## src/rtl/irq_ctrl.sv

```systemverilog
// irq_ctrl: sticky, maskable interrupt controller with per-source
// level/rising-edge detection and a software-acknowledge hold-off.
// Configured through a simple word-addressed register bus.
//
// Optional feature: define IRQ_CTRL_IRQ_COUNT_EN to add a saturating
// 16-bit count of INTERRUPT rising transitions at word address 4.
// Without it, address 4 reads 0 and ignores writes.
module irq_ctrl #(
  parameter int unsigned N_SRC     = 8,
  parameter int unsigned CNT_WIDTH = 8
) (
  input  logic             ACLK,
  input  logic             ARESETn,
  input  logic [N_SRC-1:0] EVENT,
  input  logic             REG_WE,
  input  logic             REG_RE,
  input  logic [2:0]       REG_ADDR,
  input  logic [31:0]      REG_WDATA,
  output logic [31:0]      REG_RDATA,
  output logic             REG_RVALID,
  output logic             INTERRUPT
);

  localparam logic [2:0] ADDR_STATUS    = 3'd0;
  localparam logic [2:0] ADDR_ENABLE    = 3'd1;
  localparam logic [2:0] ADDR_MODE      = 3'd2;
  localparam logic [2:0] ADDR_HOLDOFF   = 3'd3;
  localparam logic [2:0] ADDR_IRQ_COUNT = 3'd4;

  logic [N_SRC-1:0]     status;
  logic [N_SRC-1:0]     enable;
  logic [N_SRC-1:0]     mode;
  logic [N_SRC-1:0]     event_q;
  logic [CNT_WIDTH-1:0] holdoff;
  logic [CNT_WIDTH-1:0] holdoff_cnt;

  logic [N_SRC-1:0] set_vec;
  logic [N_SRC-1:0] clr_vec;
  logic             wr_status;
  logic             ack_load;
  logic             irq_next;
  logic [31:0]      rd_word;

  // Only the low N_SRC / CNT_WIDTH write-data bits are stored; the rest
  // are intentionally dropped.
  logic unused_wdata;
  assign unused_wdata = ^REG_WDATA;

  // Edge sources pend on a 0->1 step, level sources on every high cycle.
  assign set_vec   = (mode & EVENT & ~event_q) | (~mode & EVENT);
  assign wr_status = REG_WE && (REG_ADDR == ADDR_STATUS);
  assign clr_vec   = wr_status ? REG_WDATA[N_SRC-1:0] : '0;
  // Only an acknowledge that actually names a source starts the hold-off.
  assign ack_load  = wr_status && (|REG_WDATA[N_SRC-1:0]);
  assign irq_next  = (|(status & enable)) && (holdoff_cnt == '0);

`ifdef IRQ_CTRL_IRQ_COUNT_EN
  logic [15:0] irq_count;

  // Count INTERRUPT rising transitions; a software write clears and wins.
  always_ff @(posedge ACLK or negedge ARESETn) begin
    if (!ARESETn) begin
      irq_count <= '0;
    end else if (REG_WE && (REG_ADDR == ADDR_IRQ_COUNT)) begin
      irq_count <= '0;
    end else if (irq_next && !INTERRUPT && (irq_count != 16'hFFFF)) begin
      irq_count <= irq_count + 16'd1;
    end
  end
`endif

  // Read mux over the current (pre-write) register contents.
  always_comb begin
    // NOTE: default assignment first so no path through the case leaves
    // rd_word unassigned, which would infer a latch.
    rd_word = '0;
    case (REG_ADDR)
      ADDR_STATUS:    rd_word = 32'(status);
      ADDR_ENABLE:    rd_word = 32'(enable);
      ADDR_MODE:      rd_word = 32'(mode);
      ADDR_HOLDOFF:   rd_word = 32'(holdoff);
`ifdef IRQ_CTRL_IRQ_COUNT_EN
      ADDR_IRQ_COUNT: rd_word = 32'(irq_count);
`else
      ADDR_IRQ_COUNT: rd_word = '0;
`endif
      default:        rd_word = '0;
    endcase
  end

  // Detection, pending/config registers, hold-off counter and bus outputs.
  always_ff @(posedge ACLK or negedge ARESETn) begin
    if (!ARESETn) begin
      event_q     <= '0;
      status      <= '0;
      enable      <= '0;
      mode        <= '0;
      holdoff     <= '0;
      holdoff_cnt <= '0;
      INTERRUPT   <= 1'b0;
      REG_RDATA   <= '0;
      REG_RVALID  <= 1'b0;
    end else begin
      // NOTE: non-blocking assignments so every register samples the
      // pre-edge values; this is what makes a same-cycle read return the
      // pre-write contents.
      event_q <= EVENT;
      // Set is OR-ed after the clear mask so a coincident set wins.
      status  <= (status & ~clr_vec) | set_vec;

      if (REG_WE && (REG_ADDR == ADDR_ENABLE))  enable  <= REG_WDATA[N_SRC-1:0];
      if (REG_WE && (REG_ADDR == ADDR_MODE))    mode    <= REG_WDATA[N_SRC-1:0];
      if (REG_WE && (REG_ADDR == ADDR_HOLDOFF)) holdoff <= REG_WDATA[CNT_WIDTH-1:0];

      if (ack_load) begin
        holdoff_cnt <= holdoff;
      end else if (holdoff_cnt != '0) begin
        holdoff_cnt <= holdoff_cnt - CNT_WIDTH'(1);
      end

      INTERRUPT  <= irq_next;

      REG_RVALID <= REG_RE;
      if (REG_RE) REG_RDATA <= rd_word;
    end
  end

endmodule

```

## config.mk

```make
export PLATFORM = sky130hd
export DESIGN_NAME = irq_ctrl
export DESIGN_NICKNAME = d
export VERILOG_FILES = /design/src/rtl/irq_ctrl.sv
export SDC_FILE = /design/constraint.sdc
export NUM_CORES = 1
export LEC_CHECK = 0
export CAP_MARGIN = 20
export CORE_MARGIN = 3
export CORE_UTILIZATION = 40
export DETAILED_ROUTE_END_ITERATION = 16
export PLACE_DENSITY_LB_ADDON = 0.3
export SLEW_MARGIN = 30
export SYNTH_ARGS = -nofsm -noshare
export SYNTH_HDL_FRONTEND = slang
export SYNTH_SLANG_ARGS = --single-unit
```

## constraint.sdc

```tcl
create_clock -name ACLK -period 2.52 [get_ports ACLK]
set_clock_uncertainty 0.1 [all_clocks]
set_input_delay 0.252 -clock ACLK [delete_from_list [all_inputs] [get_ports ACLK]]
set_output_delay 0.252 -clock ACLK [all_outputs]
set_load 0.01 [all_outputs]
```

* Yosys cells after proc, flatten, opt, wreduce, memory -nomap -nowiden *
Cells that the tools add are included.

storage, ports and cells
  bits in registers = 82
  input port bits = 47
  output and inout port bits = 34
  word-level logic and storage cells = 39

operators by class
  $add $sub $neg = 1
  equal/unequal tests = 3
  multiplexer cells = 4
  bitwise gates (word level) = 10
  reduce and logical (&&, ||, !) cells = 12

operator list
  cell                   count
  $and A8 B8 Y8          5
  $pmux W8 S4            1
  $mux W8                3
  $not A8 Y8             3
  $or A8 B8 Y8           2
  $reduce_or A8 Y1       2
  $logic_not A8 Y1       1
  $reduce_bool A8 Y1     1
  $sub A8 B1 Y8 const B  1
  $eq A3 B2 Y1 const B   2
  $logic_and A1 B1 Y1    6
  $eq A3 B1 Y1 const B   1
  $logic_not A3 Y1       1
  $reduce_bool A2 Y1     1

* Depth between registers and ports, before layout *
Gate-level depths: netlist (run 1).

  word-level depth = 6
  gate-level depth with buffers = 6
  gate-level depth less buffers = 6

* Worst setup path before layout (run 1) *
No wires, ideal clock.

  kind = reg-to-reg
  start = reg holdoff_cnt[5]
  end = reg holdoff_cnt[1]
  library setup time = 128 ps
  arrival time = 1816 ps
  required time = 2292 ps
  slack = 477 ps
  cell stages (with the launch flop) = 5
  path buffers = 0
  clock period less this slack = 2043 ps
  path through = dfrtp_1 or4_4 or4b_4 mux2i_1 mux2_1

on the way
  cells in the longest elaborated chain, start to end = 2

RTL lines
  what                                 RTL line  source
  start, declared                      35        logic [CNT_WIDTH-1:0] holdoff_cnt;
  start signal, assigned               116       holdoff_cnt <= holdoff;
  start signal, assigned               118       holdoff_cnt <= holdoff_cnt - CNT_WIDTH'(1);
  $reduce_bool A8 Y1                   117       end else if (holdoff_cnt != '0) begin
  $reduce_bool A2 Y1 (no source line)  --

No other way between the ends.
A chain may end at the register's enable or synchronous reset.

* Worst setup path in the final report (run 1) *
Ends and elaborated chain as after synthesis.

==> impl_results.md, run 1 <==
* Placement Setup Slack at 0.302 ns
* Final Setup Violations at 0
* DP Wirelength at 4010 um
* DRT iter0 DRCs at 59
* Ys flop type: dfrtp_1
* Fmax at 472 MHz
* Synth top area share at 0.530
* Worst setup startpoint: holdoff_cnt[5]
* Reg clk slew, reported paths at 0.06 ns
* Final Net Count at 313
* Avg Inst Size Synth at 12.4 sq um
* CP startpoint kind: flop
* Post-synth EDFFs at 0
* Power Density at 807 nW/um^2
* Drc violations at 0
* Compound-cell area share of the yosys netlist at 0.0763
* Worst hold path class: input port to flop
* RSZ-0062 raised after global routing: false
* Post-Synth Simple-Gate Area at 0.0850
* Worst slew pin tran at 0.565 ns
* Final worst setup slack at 0.403 ns
* Placer Congestion at 0.882
* Ys async rst share at 1.00
* Synth Area in Adders at 0.00914
* P_leak at 1.43 nW
* WP data arrival at 2.24 ns
* Rows at 29
* Clk network pwr share at 0.292
* Cell area after synthesis at 2740 sq um
* Final global-route overflow total at 0
* # clock sinks at 58
* Hold depth at 1
* Sw power at 0.761 mW
* Reg2reg start: holdoff_cnt[5]
* Width of the die at 88.7 um
* Clock Latency Late Sink at 0.34 ns
* Cell taking the most area after synthesis: dfrtp_1
* Clock Path Buffers at 2
* Hold Vio Cnt, Final at 0
* Crit path to: holdoff_cnt[1]
* Yosys warning count at 0
* WHS at 0.283 ns
* Chip height at 88.7 um
* Gates resized, CTS repair at 0
* Core Region at 6490 sq um
* WL final at 5490 um
* Initial antenna violation count at 0
* Tcrit/Tclk final at 0.840
* Worst R2R Path Depth at 4
* Peak supply drop at 0.413 mV
* FILL cells at 604
* Post-Syn Instances at 220
* Sequential share of power at 0.480
* Initial Util at 0.421
* Vias in the first global route at 1824
* Slew HR at 0.623
* Switching share of power at 0.287
* Footprint of the multi-input gates at 1090 sq um
* CTS tree: yes
* Main combinational cell family by area after synthesis: multiplexers
* Antenna Cells at 0
* Mux cell area share after synthesis at 0.172
* Synthesized flop and latch total at 58
* R2R Path End: holdoff_cnt[1]
* Tmin final at 2.12 ns
* Area contributors post-synth: dfrtp_1 (53%), mux2_2 (9.9%), buf_4 (6.6%), mux4_2 (6.6%), nand2_1 (3.2%)
* Worst-path maximum fanout at 4
* Tot GR Track Use at 0.161
* Max-slew violations at 0
* Htree depth at 3
* TritonRoute pass-1 iters at 4
* Vias per cell at 5.08
* CTS Root Cell: clkbuf_8
* Flop-to-flop setup slack at 0.40 ns
* Xor/xnor cell area share of the yosys netlist at 0.0224
* DIE AREA at 7870 sq um
* Layout overhead on the synthesized area at 20.2%
* First-pass GRT wire length at 9160 um
* Post-Route Setup TNS at 0 ns
* Combinational Power Share at 0.228
* Largest net degree at the start of global routing at 36
* Critical path type: flop to flop
* CTS Buf Count at 9
* Max-cap violations at 0
* Fraction of layout cells with a size suffix above 1 at 0.223
* IO Port Bufs at 32
* Int Pwr at 1.89 mW
* Storage cell area at 1450 sq um
* Status: finished clean
* Vias at 1759
* Register area share after synthesis at 0.530
* Yosys cell types at 36
* Routed WL per cell at 15.9 um
* Data required, critical path at 2.64 ns
* Nature of the critical path endpoint: flop
* ANT nets after route at 0
* Num ports at 81
## state kept, by name, summed over array words and instances, names as in the netlist
signal / count
INTERRUPT: 1
REG_RVALID: 1
event_q: 8
mode: 8
status: 8
holdoff_cnt: 8
enable: 8
REG_RDATA: 8
holdoff: 8
## metal layers
layer / share of wire / vias up / global-route usage
met5: 0 / - / 0
met4: 0.020 / 0 / 0.0618
met3: 0.059 / 12 / 0.0615
met2: 0.47 / 62 / 0.250
met1: 0.45 / 865 / 0.202
li1: - / 820 / -
## Yosys cell counts (2+ instances only)
master    number
nand2_1       23
buf_4         24
buf_2          4
a22oi_1        2
o31ai_1        3
nor4_1         3
dfrtp_1       58
xnor2_1        6
mux2_2        24
buf_1          3
nor4bb_1       2
o22ai_1        8
o21ai_0        3
a22o_1         9
mux4_2         8
ha_1           2
inv_1         19
## kinds of logic after synthesis
group | Yosys count
and+or+nand+nor | 39
muxes | 34
buffers and inverters | 50
other | 1
xor gates and xnor gates | 7
adders and majority gates | 2
AOI/OAI and AO/OA | 29
DFF | 58
## critical path, cell delays in order (launching register included)
cell,delay (ns)
dfrtp_1,0.40
or4_4,0.59
or4b_4,0.52
mux2i_1,0.13
mux2_1,0.28
## cell usage in the layout, fill, tap and decap left out, types with 2 or more instances in the layout
cell type	instances
nor4bb_1	2
a22o_1	9
conb_1	24
mux2_2	24
xnor2_1	6
o31ai_1	3
a22oi_1	2
dfrtp_1	58
mux4_2	8
clkbuf_8	12
o22ai_1	8
ha_1	2
buf_4	7
clkbuf_1	2
inv_1	19
o21ai_0	3
nor4_1	3
nand2_1	23
clkinv_2	2
clkdlybuf4s50_1	31
## final cells by class
class	count	share of cell area
clock buffer	14	0.0525
clock inverter	2	0.00304
inverter	19	0.0217
multi-input combinational	135	0.331
sequential	58	0.441
tap	77	0.0293
timing repair buffer	41	0.121
## through the flow
stage / total power, mW / instances / util / instance area (sq um)
finish: 2.65 / 346 / 0.506 / 3290
global route: 2.82 / 346 / 0.506 / 3290
detailed placement: 1.90 / 329 / 0.477 / 3100
global placement: 1.87 / 329 / 0.477 / 3100
floorplan: 1.69 / 243 / - / 2820
CTS: 2.68 / 346 / 0.506 / 3290
## power groups by stage
stage          registers, mW  clock network, mW  logic [mW]
4_1_cts                 1.27              0.798       0.613
6_report                1.27              0.775       0.606
3_3_place_gp            1.28                  0       0.589
2_1_floorplan           1.25                  0       0.441
3_5_place_dp            1.28                  0       0.611
5_1_grt                 1.30              0.848       0.680
## how the worst min path moves through the flow
stage                   from         end  slack [ns]
floorplan            ARESETn   INTERRUPT       -0.14
global placement     ARESETn  event_q[7]        0.18
detailed placement   ARESETn   status[7]        0.18
CTS                 EVENT[1]  event_q[1]        0.27
global route        EVENT[1]  event_q[1]        0.26
finish              EVENT[1]  event_q[1]        0.28
## timing repair
item / in CTS / in global routing
hold endpoints to repair: 23 / 0
hold buffers: 1 / 0
setup endpoints to repair: 0 / 0
buffers inserted: 0 / 0
No activity file was read; power rests on OpenSTA's default activity.
==> run 2, diff against run 1 <==
==> constraint.sdc (replaced) <==
create_clock -name ACLK -period 2.1 [get_ports ACLK]
set_clock_uncertainty 0.1 [all_clocks]
set_input_delay 0.21 -clock ACLK [delete_from_list [all_inputs] [get_ports ACLK]]
set_output_delay 0.21 -clock ACLK [all_outputs]
set_load 0.01 [all_outputs]
==> impl_results.md, run 2 (synthesized netlist as in run 1, its figures left out) <==
* Fmax at 486 MHz
* P_leak at 1.51 nW
* Commonest non-fill, non-tap cell in the layout: dfrtp_1
* Initial Util at 0.421
* Chip height at 88.7 um
* IO Port Bufs at 32
* Worst slew pin tran at 0.734 ns
* WL final at 5490 um
* CTS Root Cell: clkbuf_8
* Clock Path Buffers at 2
* Tot GR Track Use at 0.153
* Tmin final at 2.06 ns
* Status: finished clean
* Final worst setup slack at 0.0439 ns
* Critical path type: flop to flop
* Placer Congestion at 0.780
* Placed insts at 338
* Worst-path maximum fanout at 2
* Num ports at 81
* Final Setup Violations at 0
* Initial antenna violation count at 0
* DRT iter0 DRCs at 61
* Drc violations at 0
* Total Power at 3.51 mW
* Slew HR at 0.511
* CTS Buf Count at 9
* Final Net Count at 324
* Htree depth at 3
* Hold Vio Cnt, Final at 0
* TritonRoute pass-1 iters at 4
* Antenna Cells at 0
* Post-route cell area at 3420 sq um
* Core Region at 6490 sq um
* Rows at 29
* Placement Setup Slack at 0.000977 ns
* Reg clk slew, reported paths at 0.07 ns
* # clock sinks at 58
* Max-slew violations at 0
* Nature of the critical path endpoint: flop
* Clock Latency Late Sink at 0.33 ns
* WHS at 0.245 ns
* Placed cell area at 3150 sq um
* Largest net degree at the start of global routing at 59
* DIE AREA at 7870 sq um
* CTS tree: yes
* Vias at 1782
* Layout overhead on the synthesized area at 24.9%
* Width of the die at 88.7 um
* Max-cap violations at 0
* Routed WL per cell at 15.4 um
* Peak supply drop at 0.485 mV
* WP data arrival at 2.17 ns
* Vias per cell at 4.99
* ANT nets after route at 0
* Final global-route overflow total at 0
* Data required, critical path at 2.22 ns
* DP Wirelength at 3960 um
* Fraction of layout cells with a size suffix above 1 at 0.264
* Tcrit/Tclk final at 0.979
* Worst hold path class: input port to flop
* Most frequent cells in the layout: dfrtp_1 (58), clkdlybuf4s50_1 (31), mux2_2 (24), conb_1 (24), nand2_1 (23)
* Power Density at 1030 nW/um^2
* CP startpoint kind: flop
* Vias in the first global route at 1685
* First-pass GRT wire length at 8820 um
* Non-Filler Instances at 357
## run 2: final cells by class
cell class / count / area [sq um]
clock buffers: 12 / 165
flip-flops and latches: 58 / 1450
clock inverters: 4 / 72.6
well taps: 77 / 96.3
repair buffers: 52 / 468
fillers: 550 / 3080
multi-input cells: 135 / 1090
inverters: 19 / 71.3
## run 2: through the flow
stage | TNS, ns | utilization
floorplan | 0 | -
global placement | -0.0245 | 0.485
detailed placement | 0 | 0.485
CTS | 0 | 0.523
global route | -0.00846 | 0.526
finish | 0 | 0.526
## run 2: power breakdown
| part | internal, mW | switching (mW) | leakage [nW] | total (mW) |
|---|---|---|---|---|
| logic | 0.466 | 0.326 | 0.709 | 0.792 |
| clock network | 0.763 | 0.440 | 0.119 | 1.20 |
| registers | 1.34 | 0.174 | 0.679 | 1.51 |
| total | 2.57 | 0.940 | 1.51 | 3.51 |
## run 2: routing by layer
| metal | vias to the layer above | part of all wire | track usage |
|---|---|---|---|
| met5 | - | 0 | 0 |
| met3 | 8 | 0.051 | 0.0382 |
| met1 | 888 | 0.48 | 0.207 |
| li1 | 835 | - | - |
| met4 | 0 | 0.016 | 0.0742 |
| met2 | 51 | 0.45 | 0.228 |
## run 2: timing repair
item | CTS | global route
setup buffers | 0 | 2
resized for setup | 0 | 1
hold buffers | 1 | 0
endpoints found under the hold margin | 58 | 0
endpoints found under the setup margin | 0 | 3
## run 2: critical path, cell delays in order, from the launching register on
cell and delay, ns:
dfrtp_1 0.39, or4_4 0.55, or4b_4 0.51, mux2i_1 0.13, mux2_4 0.26
## run 2: path summary, 6_finish.rpt
path | from | end | slack, ns | cells after the start
min reg2reg | holdoff[3] | holdoff_cnt[3] | 0.42 | 2
max reg2reg | holdoff_cnt[5] | holdoff_cnt[1] | 0.04 | 4
min in group asynchronous | ARESETn | holdoff_cnt[6] | 0.46 | 3
max | holdoff_cnt[5] | holdoff_cnt[1] | 0.04 | 4
min | EVENT[2] | event_q[2] | 0.24 | 1
max in group asynchronous | ARESETn | REG_RDATA[5] | 0.96 | 3
